--- src/rtl/hex_display_pkg.sv ---
// hex_display_pkg: shared segment constants, slot states and the hex-to-7-segment decoder
package hex_display_pkg;
  localparam logic [6:0] SEG_BLANK = 7'h7F;
  typedef enum logic {GAP, DRIVE} slot_state_t;
  // active-low gfedcba patterns for hex digits 0..F
  localparam logic [6:0] SEG_LUT [16] = '{
    7'h40, 7'h79, 7'h24, 7'h30, 7'h19, 7'h12, 7'h02, 7'h78,
    7'h00, 7'h10, 7'h08, 7'h03, 7'h27, 7'h21, 7'h06, 7'h0E
  };
  function automatic logic [6:0] hex_decode(input logic [3:0] hex);
    return SEG_LUT[hex];
  endfunction
endpackage

--- src/rtl/hex_scan_timer.sv ---
// hex_scan_timer: digit-slot timer, digit index, frame pulse and blink phase generator
module hex_scan_timer #(
  parameter int NUM_DIGITS = 4,
  parameter int REFRESH_DIV = 50000,
  parameter int BLINK_FRAMES = 64,
  localparam int TW = $clog2(REFRESH_DIV),
  localparam int IW = NUM_DIGITS > 1 ? $clog2(NUM_DIGITS) : 1,
  localparam int FW = BLINK_FRAMES > 1 ? $clog2(BLINK_FRAMES) : 1
) (
  input logic clk,
  input logic rst,
  output logic [TW-1:0] tick_cnt,
  output logic [IW-1:0] idx,
  output logic frame_done,
  output logic blink_phase
);
  logic [FW-1:0] frame_cnt;
  logic tick_last, idx_last, frame_last;
  always_comb begin
    tick_last = tick_cnt == TW'(REFRESH_DIV - 1);
    idx_last = idx == IW'(NUM_DIGITS - 1);
    frame_last = frame_cnt == FW'(BLINK_FRAMES - 1);
    frame_done = tick_last && idx_last;
  end
  always_ff @(posedge clk or posedge rst) begin
    if (rst) begin
      tick_cnt <= '0;
      idx <= '0;
      frame_cnt <= '0;
      blink_phase <= 1'b0;
    end else begin
      tick_cnt <= tick_last ? '0 : tick_cnt + 1'b1;
      if (tick_last) idx <= idx_last ? '0 : idx + 1'b1;
      if (frame_done) begin
        frame_cnt <= frame_last ? '0 : frame_cnt + 1'b1;
        if (frame_last) blink_phase <= ~blink_phase;
      end
    end
  end
endmodule

--- src/rtl/hex_display_scanner.sv ---
// hex_display_scanner: time-multiplexed common-anode 7-segment driver with blanking and blink
module hex_display_scanner
  import hex_display_pkg::*;
#(
  parameter int NUM_DIGITS = 4,
  parameter int REFRESH_DIV = 50000,
  parameter int BLINK_FRAMES = 64
) (
  input logic clk,
  input logic rst,
  input logic load,
  input logic [4*NUM_DIGITS-1:0] data,
  input logic blank_lz,
  input logic blink_en,
  output logic [6:0] seg,
  output logic [NUM_DIGITS-1:0] an,
  output logic frame_done
);
  localparam int TW = $clog2(REFRESH_DIV);
  localparam int IW = NUM_DIGITS > 1 ? $clog2(NUM_DIGITS) : 1;
  logic [4*NUM_DIGITS-1:0] shadow;
  logic [TW-1:0] tick_cnt;
  logic [IW-1:0] idx;
  logic blink_phase;
  slot_state_t slot;
  logic [NUM_DIGITS-1:0] sel, lz, an_nxt;
  logic [3:0] nib;
  logic [6:0] seg_nxt;
  logic zero_above, off;
  hex_scan_timer #(
    .NUM_DIGITS(NUM_DIGITS),
    .REFRESH_DIV(REFRESH_DIV),
    .BLINK_FRAMES(BLINK_FRAMES)
  ) u_timer (
    .clk(clk),
    .rst(rst),
    .tick_cnt(tick_cnt),
    .idx(idx),
    .frame_done(frame_done),
    .blink_phase(blink_phase)
  );
  always_ff @(posedge clk or posedge rst) begin
    if (rst) shadow <= '0;
    else if (load) shadow <= data;
  end
  // lz[i] marks digits whose own and all higher nibbles are zero; digit 0 is never blanked
  always_comb begin
    lz = '0;
    zero_above = 1'b1;
    for (int i = NUM_DIGITS - 1; i > 0; i--) begin
      zero_above = zero_above && shadow[4*i +: 4] == 4'h0;
      lz[i] = zero_above;
    end
  end
  always_comb begin
    slot = tick_cnt == '0 ? GAP : DRIVE;
    sel = NUM_DIGITS'(1) << idx;
    nib = 4'(shadow >> (4 * idx));
    off = slot == GAP || (blink_en && blink_phase) || (blank_lz && |(lz & sel));
    seg_nxt = off ? SEG_BLANK : hex_decode(nib);
    an_nxt = off ? '1 : ~sel;
  end
  always_ff @(posedge clk or posedge rst) begin
    if (rst) begin
      seg <= SEG_BLANK;
      an <= '1;
    end else begin
      seg <= seg_nxt;
      an <= an_nxt;
    end
  end
endmodule

--- config.mk ---
export PLATFORM = sky130hd
export DESIGN_NAME = hex_display_scanner
export DESIGN_NICKNAME = d
export VERILOG_FILES = /design/src/rtl/hex_display_pkg.sv /design/src/rtl/hex_scan_timer.sv /design/src/rtl/hex_display_scanner.sv
export SDC_FILE = /design/constraint.sdc
export NUM_CORES = 1
export LEC_CHECK = 0
export BUFFER_PORTS_ARGS = -buffer_cell sky130_fd_sc_hd__buf_2
export CAP_MARGIN = 20
export CELL_PAD_IN_SITES_DETAIL_PLACEMENT = 0
export CELL_PAD_IN_SITES_GLOBAL_PLACEMENT = 1
export CORE_ASPECT_RATIO = 0.75
export CORE_MARGIN = 4
export CORE_UTILIZATION = 40
export CTS_CLUSTER_DIAMETER = 150
export DETAILED_ROUTE_END_ITERATION = 7
export GPL_TIMING_DRIVEN = 0
export PLACE_DENSITY = 0.7
export SLEW_MARGIN = 20
export SYNTH_ARGS = -nofsm -noshare
export SYNTH_HDL_FRONTEND = slang
export SYNTH_SLANG_ARGS = --single-unit
--- constraint.sdc ---
create_clock -name clk -period 2.65 [get_ports clk]
set_input_delay 0.1325 -clock clk [delete_from_list [all_inputs] [get_ports clk]]
set_output_delay 0.1325 -clock clk [all_outputs]
set_load 0.01 [all_outputs]
==> results of run 1 <==
==> critical path, cell delays in order, from the launching register on <==
cell,delay (ps)
dfrtp_1,440
nor4_1,530
nand4_1,310
nor3_2,300
buf_2,190
==> path summary, 6_finish.rpt <==
path | startpoint | slack [ps] | endpoint | cells past startpoint
setup / recovery | u_timer.tick_cnt[12] | 440 | frame_done | 4
hold / removal | data[2] | 50 | shadow[2] | 2
setup reg to reg | u_timer.idx[1] | 510 | seg[3] | 6
hold reg to reg | u_timer.blink_phase | 480 | u_timer.blink_phase | 1
max in group asynchronous | rst | 1780 | u_timer.frame_cnt[0] | 3
min in group asynchronous | rst | 460 | u_timer.tick_cnt[1] | 3
==> layout make-up <==
class	count	share of cell area, %
clock inverter	3	0.4635
multi-input combinational	154	41.05
buffer	7	1.054
inverter	14	1.854
timing repair buffer	32	5.563
sequential	52	44.29
tap	81	3.413
clock buffer	5	2.318
==> metrics by stage <==
stage	cell area (um^2)	util [%]	total power [mW]	hold slack, ps	cells
detailed placement	2877	45.52	1.052	275.0	339
CTS	2969	46.99	1.502	41.74	348
finish	2969	46.99	1.475	53.50	348
global route	2969	46.99	1.561	38.53	348
global placement	2874	45.49	1.049	364.6	339
floorplan	2618	-	0.9918	253.5	227
==> repair_timing <==
item	CTS	global route
hold endpoints to repair	41	0
hold buffers	1	0
setup buffers	0	0
==> cells by family (layout without fill, tap and decap cells) <==
family / Yosys count / count (layout) / synth area share (%)
muxes: 24 / 24 / 12.09
adders and majority gates: 13 / 13 / 6.214
AOI/OAI and AO/OA: 24 / 24 / 6.309
and+or+nand+nor: 78 / 78 / 16.92
DFF: 52 / 52 / 50.24
xor gates and xnor gates: 15 / 15 / 5.019
buffers and inverters: 21 / 61 / 3.202
==> per-layer routing <==
layer  wire length [um]  up-vias  part of all wire, %
met1               2816      864                   56
met2               1999       31                   40
met3                192        6                  3.8
met4                 31        0                 0.61
met5                  0        -                    0
li1                   -      886                    -
==> synthesized netlist by cell type (3+ instances only) <==
master / n / area share [%]
nand3_1: 13 / 2.5
dfstp_2: 11 / 11
nand2_1: 17 / 2.4
ha_1: 13 / 6.2
and2_1: 5 / 1.2
a21oi_1: 3 / 0.57
o211ai_1: 3 / 0.86
o21ai_0: 7 / 1.3
nor3_1: 4 / 0.76
nand4_1: 5 / 1.2
xnor2_1: 7 / 2.3
mux4_2: 4 / 3.4
xor2_1: 8 / 2.7
nor2_1: 10 / 1.4
inv_1: 14 / 2.0
nor4_1: 6 / 1.4
mux2_2: 17 / 7.3
buf_2: 3 / 0.57
nor2b_1: 3 / 0.72
dfrtp_1: 41 / 39
==> report_power, final <==
part | switching, mW | total [mW] | internal (mW)
combinational | 0.0857 | 0.165 | 0.0796
clock | 0.260 | 0.440 | 0.180
sequential | 0.0218 | 0.869 | 0.848
total | 0.367 | 1.47 | 1.11
==> state kept, by name, summed over array words and instances, names as in the netlist <==
| name | count |
|---|---|
| seg | 7 |
| u_timer.frame_cnt | 6 |
| u_timer.idx | 2 |
| u_timer.blink_phase | 1 |
| shadow | 16 |
| u_timer.tick_cnt | 16 |
| an | 4 |
==> impl_metrics.csv, run 1 <==
group,metric,value,unit
status,status,"finished clean",
pwr,p_leak,1.335,nW
clocking,clk_transition_reported_paths,90,ps
drt,ant_nets,0,
pwr,peakVddDrop,0.2073,mV
clocking,clock_latency,300,ps
timing,final_max_slew_viol_count,0,
drt,routed_wl,5041,um
setup_path,cp_max_fo,4,
drt,drt_iter0_drc,71,
place,place_ws,538.5,ps
setup_path,cp.arrival,2080,ps
grt,grt_pass1_vias,1779,
die,die_w,101.4,um
grt,busiest_layer,"met1",
yosys,syn_inst,227,
die,start_util,41.43,%
timing,final.min_clock_period,2210,ps
drt,viasPerCell,5.135,
drt,num_vias,1787,
grt,overflow,0,
clocking,tritoncts,"built",
grt,grt_pass1_wl,8728,um
die,placeableCoreArea,6319,um^2
timing,rsz0062_at_grt,"no",
job,cap_violations,0,
pwr,powerDensity,496.7,nW/um^2
clocking,cts_buffers,5,
die,fp-row-count,25,
yosys,yosys_warnings,0,
finish,fin_nets,300,
yosys,synth_seq_cells,52,
grt,grt_max_degree,53,
finish,drive_above_1_share,30.71,%
yosys,synth_flop_cell,"dfrtp_1",
setup_path,crit_type,"reg2out",
finish,fillCellCount,613,
place,dp_hpwl,3682,um
setup_path,worstPathRequired,2520,ps
finish,regArea,1315,um^2
clocking,clock_sinks,52,
timing,max_slew_margin,58.41,%
yosys,synthDistinctLibCells,45,
yosys,synth_edf_count,0,
drt,drc,0,
yosys,syn_area_per_cell,11.53,um^2
timing,finalSetupTns,0,ps
timing,worst_slack,440.3,ps
finish,diodes,0,
grt,antenna_found_initial,0,
timing,setup_violations,0,
setup_path,critPathLaunchType,"flop",
finish,final_cell_mix,"41 x dfrtp_1, 34 x buf_2, 17 x mux2_2, 17 x nand2_1",
finish,final_common_cell,"dfrtp_1",
yosys,ys_seq_area_share,50.24,%
die,dieArea,7915,um^2
drt,dr.pass1.iters,4,
die,num_io_pins,33,
timing,fmax,0.4525,GHz
timing,hold_viol_final,0,
timing,finalClockSkew,8.153,ps
timing,period_share,83.39,%
setup_path,end_kind,"output port",
grt,grtUsageMet1,22.09,%
clocking,ctsResizeCount,0,
finish,areaGrowthSynthToFinish,13.43,%
drt,wl_per_cell,14.49,um
yosys,async_reset_ff_share,100.0,%
clocking,clockBufferDepth,2,
grt,use_met3,3.197,%
clocking,cts_root_buffer,"clkbuf_8",
grt,use_met2,18.93,%
clocking,cts_htree_levels,2,
place,place_congestion,0.7770,
hold_path,hp-class,"in2reg",
place,port_buffers,31,
grt,track_usage,14.06,%
yosys,netlist_area,2618,um^2
die,die_h,78.06,um
yosys,syn_nets,261,
timing,worstMarginPinSlew,623.9,ps
finish,multi_input_area,1219,um^2
(Power assumes the default switching activity.)
==> run 2: changes to the inputs <==
- PLACE_DENSITY: 0.7 -> 0.73
- clock period: 2.65 -> 1.92 ns (I/O delays scaled with it)
==> run 2 against run 1 <==
Against the previous run:
- clock power grew 51%
- largest cell class unchanged
- sequential cell count is the same
- highest routed layer unchanged
- via count grew 4.3%
- sequential power grew 38%
- largest power group unchanged
==> impl_metrics.csv, run 2 (same netlist as run 1, synthesis figures left out) <==
group,metric,value,unit
grt,grt_pass1_wl,9045,um
grt,grtUsageMet1,20.39,%
hold_path,hp-class,"in2reg",
setup_path,rr_worst_depth,6,
finish,fin_nets,319,
place,port_buffers,31,
timing,worstMarginPinSlew,505.2,ps
grt,track_usage,14.32,%
drt,viasPerCell,5.079,
timing,hold_viol_final,0,
hold_path,worstHoldEndpoint,"shadow[11]",
timing,period_share,96.84,%
place,place_congestion,0.8158,
pwr,power_frac_clock,31.3,%
grt,antenna_found_initial,0,
setup_path,cp_max_fo,5,
drt,drc,0,
place,placedCellCount,340,
place,dp_hpwl,3689,um
grt,grt_pass1_vias,1863,
finish,final_cell_mix,"32 x buf_2, 32 x dfrtp_1, 17 x mux2_2, 17 x nand2_1, 13 x nand3_1",
timing,hold_ws,8.248,ps
pwr,powerDensity,661.3,nW/um^2
timing,fmax,0.5378,GHz
job,cap_violations,0,
timing,rsz0062_at_grt,"yes",
setup_path,crit_start,"u_timer.idx[0]",
setup_path,end_kind,"flop",
hold_path,holdPathStages,2,
die,die_w,101.4,um
pwr,switching_share,25.97,%
die,placeableCoreArea,6319,um^2
finish,fillCellCount,578,
clocking,clock_sinks,52,
clocking,clockBufferDepth,2,
grt,overflow,0,
die,start_util,41.43,%
timing,final_max_slew_viol_count,0,
pwr,internal_power,1.577,mW
timing,max_slew_margin,66.32,%
timing,setup_violations,0,
timing,finalClockSkew,17.86,ps
grt,use_met2,22.58,%
drt,routed_wl,5175,um
setup_path,r2r_slack,60,ps
grt,use_met3,3.197,%
drt,dr.pass1.iters,4,
die,fp-row-count,25,
drt,wl_per_cell,14.10,um
place,place_ws,-136.5,ps
pwr,peakVddDrop,0.4794,mV
finish,reg.largest.list,"shadow (16), u_timer.tick_cnt (16), seg (7)",
timing,worst_slack,60.63,ps
hold_path,hold_start,"data[11]",
drt,ant_nets,0,
pwr,power_frac_seq,56.3,%
die,dieArea,7915,um^2
finish,final_cell_count_no_fill,367,
place,place_area,2895,um^2
setup_path,regToRegEndpoint,"seg[4]",
clocking,tritoncts,"built",
die,num_io_pins,33,
clocking,clk_transition_reported_paths,110,ps
clocking,cts_htree_levels,2,
die,die_h,78.06,um
clocking,clock_latency,310,ps
setup_path,cp.arrival,2100,ps
finish,final_area,3221,um^2
pwr,power_switching,0.5531,mW
finish,diodes,0,
setup_path,crit_type,"reg2reg",
clocking,cts_buffers,5,
drt,drt_iter0_drc,46,
timing,final.min_clock_period,1859,ps
pwr,p_leak,1.455,nW
finish,drive_above_1_share,39.16,%
finish,areaGrowthSynthToFinish,23.04,%
clocking,cts_root_buffer,"clkbuf_8",
pwr,p_comb_share,12.5,%
setup_path,critPathLaunchType,"flop",
grt,grt_max_degree,34,
grt,busiest_layer,"met2",
status,status,"finished clean",
finish,utilization,50.97,%
setup_path,r2r_start,"u_timer.idx[0]",
setup_path,worstPathRequired,2160,ps
drt,num_vias,1864,
[run 2: cell count changes in the layout (fill, tap and decap cells not counted), sizes merged]
| cell | change |
|---|---|
| buf | +12 |
| dlygate4sd3 | +7 |
| clkinvlp | +1 |
| inv | +1 |
| clkinv | -2 |
[run 2: critical path, stage by stage, from the launching register on]
cell and delay (ps):
dfrtp_2 420, mux4_2 570, buf_4 170, ha_2 180, mux2_2 260, o21ai_1 120
nand2_1 70
[run 2: through the flow]
stage                     total power, mW  TNS, ps
after floorplan                     1.369        0
after global placement              1.446    -4762
after detailed placement            1.454   -236.3
after CTS                           2.150        0
after global routing                2.246   -21.17
final                               2.130        0
[run 2: worst max-delay path by stage]
stage | to | slack [ps] | cells past startpoint
CTS | seg[4] | 5 | 6
global route | seg[4] | -7 | 6
floorplan | seg[3] | 20 | 6
detailed placement | seg[3] | -140 | 6
finish | seg[4] | 60 | 6
global placement | u_timer.idx[1] | -270 | 2
[run 2: power groups by stage]
stage / Combinational, mW / Sequential [mW] / Clock, mW
after global placement: 0.226 / 1.22 / 0
after detailed placement: 0.234 / 1.22 / 0
after CTS: 0.252 / 1.20 / 0.698
after floorplan: 0.142 / 1.23 / 0
final: 0.265 / 1.20 / 0.666
after global routing: 0.296 / 1.21 / 0.743
[run 2: repair_timing]
item / 4_1_cts / 5_1_grt
endpoints found under the hold margin: 15 / 0
pin swaps: 2 / 4
gates resized for setup: 6 / 21
setup buffers: 8 / 3
hold buffers: 8 / 0
endpoints found under the setup margin: 8 / 19
[run 2: per-layer routing]
metal	vias up	wire (um)
met4	0	23
met3	2	231
li1	929	-
met1	904	2568
met2	29	2352
met5	-	0
[run 2: cell type report]
class	count	area, um^2	share of cell area [%]
clock buffer	5	68.82	2.137
buffer	7	41.29	1.282
timing repair buffer	51	337.8	10.49
tap	81	101.3	3.147
inverter	14	55.05	1.709
multi-input combinational	154	1262	39.20
clock inverter	3	27.53	0.8547
sequential	52	1326	41.18
